$ cat src/rtl/rect_point_gen.sv
// Rectangle point generator: walks a latched rectangle row by row and emits
// one (x, y) point per accepted transfer, either filled or outline only.
module rect_point_gen #(
   parameter int WIDTH   = 32,
   parameter bit FILL_EN = 1'b1
) (
   input  logic                    _clock,
   input  logic                    _reset_n,
   input  logic                    _start,
   input  logic                    _mode,
   input  logic signed [WIDTH-1:0] s_x,
   input  logic signed [WIDTH-1:0] s_y,
   input  logic signed [WIDTH-1:0] width,
   input  logic signed [WIDTH-1:0] height,
   input  logic                    _ready,
   output logic                    _valid,
   output logic signed [WIDTH-1:0] _out0,
   output logic signed [WIDTH-1:0] _out1,
   output logic        [WIDTH-1:0] _count,
   output logic                    _done
);

   typedef enum logic [1:0] {IDLE, RUN, DONE} state_t;

   state_t                  state_q, state_d;
   logic signed [WIDTH-1:0] sx_q, sx_d, sy_q, sy_d, w_q, w_d, h_q, h_d;
   logic        [WIDTH-1:0] c_q, c_d, r_q, r_d, count_q, count_d;
   logic                    fill_q, fill_d, done_q, done_d;
   logic        [WIDTH-1:0] w_last, h_last;
   logic                    empty_rect;

   assign w_last     = w_q - 1'b1;
   assign h_last     = h_q - 1'b1;
   assign empty_rect = width[WIDTH-1] || (width == '0) || height[WIDTH-1] || (height == '0);

   always_ff @(posedge _clock or negedge _reset_n) begin
      if (!_reset_n) begin
         state_q <= IDLE;
         sx_q    <= '0;
         sy_q    <= '0;
         w_q     <= '0;
         h_q     <= '0;
         c_q     <= '0;
         r_q     <= '0;
         count_q <= '0;
         fill_q  <= 1'b0;
         done_q  <= 1'b0;
      end else begin
         state_q <= state_d;
         sx_q    <= sx_d;
         sy_q    <= sy_d;
         w_q     <= w_d;
         h_q     <= h_d;
         c_q     <= c_d;
         r_q     <= r_d;
         count_q <= count_d;
         fill_q  <= fill_d;
         done_q  <= done_d;
      end
   end

   always_comb begin
      state_d = state_q;
      sx_d    = sx_q;
      sy_d    = sy_q;
      w_d     = w_q;
      h_d     = h_q;
      c_d     = c_q;
      r_d     = r_q;
      count_d = count_q;
      fill_d  = fill_q;
      done_d  = done_q;
      case (state_q)
         IDLE, DONE: begin
            if (_start) begin
               sx_d    = s_x;
               sy_d    = s_y;
               w_d     = width;
               h_d     = height;
               fill_d  = _mode && FILL_EN;
               c_d     = '0;
               r_d     = '0;
               count_d = '0;
               done_d  = empty_rect;
               state_d = empty_rect ? DONE : RUN;
            end
         end
         RUN: begin
            if (_ready) begin
               count_d = count_q + 1'b1;
               if (c_q == w_last) begin
                  if (r_q == h_last) begin
                     state_d = DONE;
                     done_d  = 1'b1;
                  end else begin
                     c_d = '0;
                     r_d = r_q + 1'b1;
                  end
               // Interior outline rows only have their two edge columns.
               end else if (!fill_q && (r_q != '0) && (r_q != h_last)) begin
                  c_d = w_last;
               end else begin
                  c_d = c_q + 1'b1;
               end
            end
         end
         default: state_d = IDLE;
      endcase
   end

   assign _valid = (state_q == RUN);
   assign _out0  = sx_q + $signed(c_q);
   assign _out1  = sy_q + $signed(r_q);
   assign _count = count_q;
   assign _done  = done_q;

endmodule

$ cat config.mk
export PLATFORM = sky130hd
export DESIGN_NAME = rect_point_gen
export DESIGN_NICKNAME = d
export VERILOG_FILES = /design/src/rtl/rect_point_gen.sv
export SDC_FILE = /design/constraint.sdc
export NUM_CORES = 1
export LEC_CHECK = 0
export ABC_AREA = 1
export BUFFER_PORTS_ARGS = -buffer_cell sky130_fd_sc_hd__buf_2
export CAP_MARGIN = 25
export CORE_ASPECT_RATIO = 0.6
export CORE_MARGIN = 1
export CORE_UTILIZATION = 45
export DETAILED_ROUTE_END_ITERATION = 16
export PLACE_DENSITY = 0.67
export REMOVE_ABC_BUFFERS = 1
export SETUP_SLACK_MARGIN = 0.2
export SLEW_MARGIN = 5
export SYNTH_ARGS = -nofsm -noshare
export SYNTH_HDL_FRONTEND = slang
export SYNTH_SLANG_ARGS = --single-unit
export TNS_END_PERCENT = 1
$ cat constraint.sdc
create_clock -name _clock -period 2.9 [get_ports _clock]
set_clock_uncertainty 0.1 [all_clocks]
set_input_delay 0.29 -clock _clock [delete_from_list [all_inputs] [get_ports _clock]]
set_output_delay 0.29 -clock _clock [all_outputs]
set_load 0.02 [all_outputs]
==> impl_metrics.ini <==
[clocking]
cts.sinks = 228
cts_root_buf = clkbuf_16
clk_path_buf_depth = 3
path_clk_slew_ps = 60
htree_levels = 1
clk_latency_ps = 560
numCtsBuffers = 24
cts_tree = done

[hold_path]
hold_path_class = input port to register

[timing]
whs_ps = 123
min_period_ps = 3500
finalCritPeriodShare = 1.21
maxSlewHeadroom = 0.486
rsz0062_at_grt = yes
finalHoldViolations = 0
tightest_slew_ps = 770
setup_slack_ps = -598
finalSetupViolCount = 42
clock.fmax_ghz = 0.286
drv_slew = 0

[global_routing]
antenna_found_initial = 0
grt_overflow = 0
grt_usage = 0.306
grt_pass1_vias = 18400
grt_first_pass_wirelength_um = 98700
grt_start_max_net_pins = 130

[synthesis]
ys_ff_latch = 228
synth.mux.area_fraction = 0
synthAdderAreaFrac = 0.0499
synth_cell_types = 53
synthesis.area_mm2 = 0.0179
synthFlopType = dfrtp_1
synth_xor_area_frac = 0.0701
synth_seq_area_share = 0.319
synth_top_family_by_area = simple AND/OR/NAND/NOR gates
syn_inst = 2705
async_flop_share = 1.00
synth_edf_count = 0
avgSynthCellArea_um2 = 6.61
synthSimpleGateAreaFrac = 0.389
yosys_warnings = 0
synth_compound_area_frac = 0.0867

[floorplanning]
initial_core_util = 0.457
core-area_mm2 = 0.0391
die_x_um = 259
io_pins = 231
die_y_um = 156
dieArea_mm2 = 0.0405
rows = 56

[routing]
wl_um = 63600
first_iter_violations = 1615
vias = 19900
route.detailed.drc = 0
ant_nets = 0
first_pass_iters = 5
viasPerCell = 5.29
wl_per_cell_um = 16.9

[placement]
gp_congestion = 0.994
port_buffers = 230
dpl-instance-area_mm2 = 0.0209
hpwl_um = 47500

[cells_and_area]
n_fill_cell = 3628
drive_above_1_share = 0.239
area_growth_pct = 36.0
final_cell_mix = nand2_1, inv_1, nor2_1
layout_commonest_cell = nand2_1
fin_area_mm2 = 0.0243
finalNetCount = 3426

[critical_path]
cpPeakStageDelay_ps = 410
crit_path_end_kind = output pin
path_class = register to output pin
critPathSlowestCell = dfrtp_1
path_max_fanout = 3
cp.arrival_ps = 3110
crit_required_ps = 2510
path_cells = ha_4 > inv_2 > fa_2 > nand3b_1 > nand2_2 > a21oi_2 > o21ai_1 > buf_4 > a21boi_1 > o21ai_1 > nand2_1 > nor2_1 > nor3_1 > xnor2_1 > buf_4
cp-start-kind = register

[power_and_ir_drop]
p_leak_nw = 12.3
ir_worst_vdd_mv = 0.486
pwr_density_cell_mw_per_mm2 = 560

[status]
failed_checks = setup timing
outcome = finished, violations left

[run]
drv_cap = 0
[area by class of cell]
cell class | instances | area, um^2 | area share
multi-input cells | 2111 | 11700 | 0.481
flip-flops and latches | 228 | 5710 | 0.235
repair buffers | 571 | 4370 | 0.180
inverters | 287 | 1080 | 0.0445
clock buffers | 37 | 731 | 0.0301
well taps | 522 | 653 | 0.0269
clock inverters | 5 | 50.0 | 0.00206
diodes | 1 | 2.50 | 0.000103
[stage by stage]
| stage | cells | setup TNS (ps) | setup slack (ps) | total power, W | utilization |
|---|---|---|---|---|---|
| floorplan | 2626 | -405740 | -2980 | 0.00751 | - |
| global placement | 3584 | -888 | -151 | 0.00951 | 0.535 |
| detailed placement | 3584 | -3970 | -187 | 0.00959 | 0.535 |
| CTS | 3760 | -11430 | -533 | 0.0134 | 0.613 |
| global route | 3761 | -24440 | -713 | 0.0145 | 0.621 |
| finish | 3762 | -12230 | -598 | 0.0136 | 0.621 |
[critical path: cells and delay by family (launching register included)]
family	cells	cell delay (ps)
compound gates	4	460
buf+inv	3	380
flops	1	410
xor+xnor	1	240
fa+ha+maj	2	520
simple gates	5	550
[layer usage]
layer  up-vias  GRT usage  wire length (um)
li1       9728          -                 -
met1      9360      0.478             31400
met2       757      0.437             25700
met3        73     0.0526              5270
met4         0     0.0557              1190
met5         -          0                 0
[repair_timing]
action | 4_1_cts | 5_1_grt
pin swaps | 82 | 19
buffers inserted | 3 | 1
endpoints found under the hold margin | 210 | 0
hold buffers | 131 | 0
setup endpoints to repair | 121 | 128
gates resized for setup | 260 | 86
[power by group]
| part | internal, W | switching, W |
|---|---|---|
| registers | 0.00369 | 0.000579 |
| logic | 0.00242 | 0.00376 |
| clock network | 0.00181 | 0.00136 |
| total | 0.00791 | 0.00570 |
[final timing paths]
kind | slack, ps | depth (start not counted) | endpoint | start
max in group asynchronous | 1650 | 3 | h_q[30] | _reset_n
min in group asynchronous | 220 | 2 | sy_q[15] | _reset_n
worst max register to register | 20 | 19 | r_q[3] | w_q[1]
worst min register to register | 390 | 2 | sx_q[15] | sx_q[15]
worst max-delay path | -600 | 15 | _out1[24] | sy_q[0]
worst min-delay path | 120 | 4 | h_q[31] | _start
[state kept, by name, summed over array words and instances, names as in the netlist]
register	cells
_count	32
c_q	32
h_q	32
r_q	32
sx_q	32
sy_q	32
w_q	32
state_q	2
_done	1
fill_q	1
[synth_stat cells (11+ instances only)]
cell	number	share of area
xnor2_1	46	0.023
ha_1	68	0.048
xor2_1	97	0.048
a21oi_1	94	0.026
nand3b_1	11	0.0046
nor2_1	292	0.061
nor2_2	18	0.0063
nand2_1	932	0.20
nor4_1	33	0.012
nor3_1	47	0.013
nand2_2	15	0.0053
o21ai_1	24	0.0067
o21ai_0	114	0.032
clkbuf_1	50	0.011
dfrtp_1	228	0.32
nand4_1	83	0.029
nand3_1	146	0.041
inv_1	279	0.059
a31oi_1	12	0.0042
[kinds of logic (layout without fill, tap and decap cells)]
kind of cell / after synthesis / after routing
xor gates and xnor gates: 143 / 143
adders and majority gates: 70 / 70
AOI/OAI and AO/OA: 282 / 282
buffers and inverters: 366 / 900
and+or+nand+nor: 1616 / 1616
other: 0 / 1
DFF: 228 / 228
Note: power is estimated with default switching activity, not from simulation.
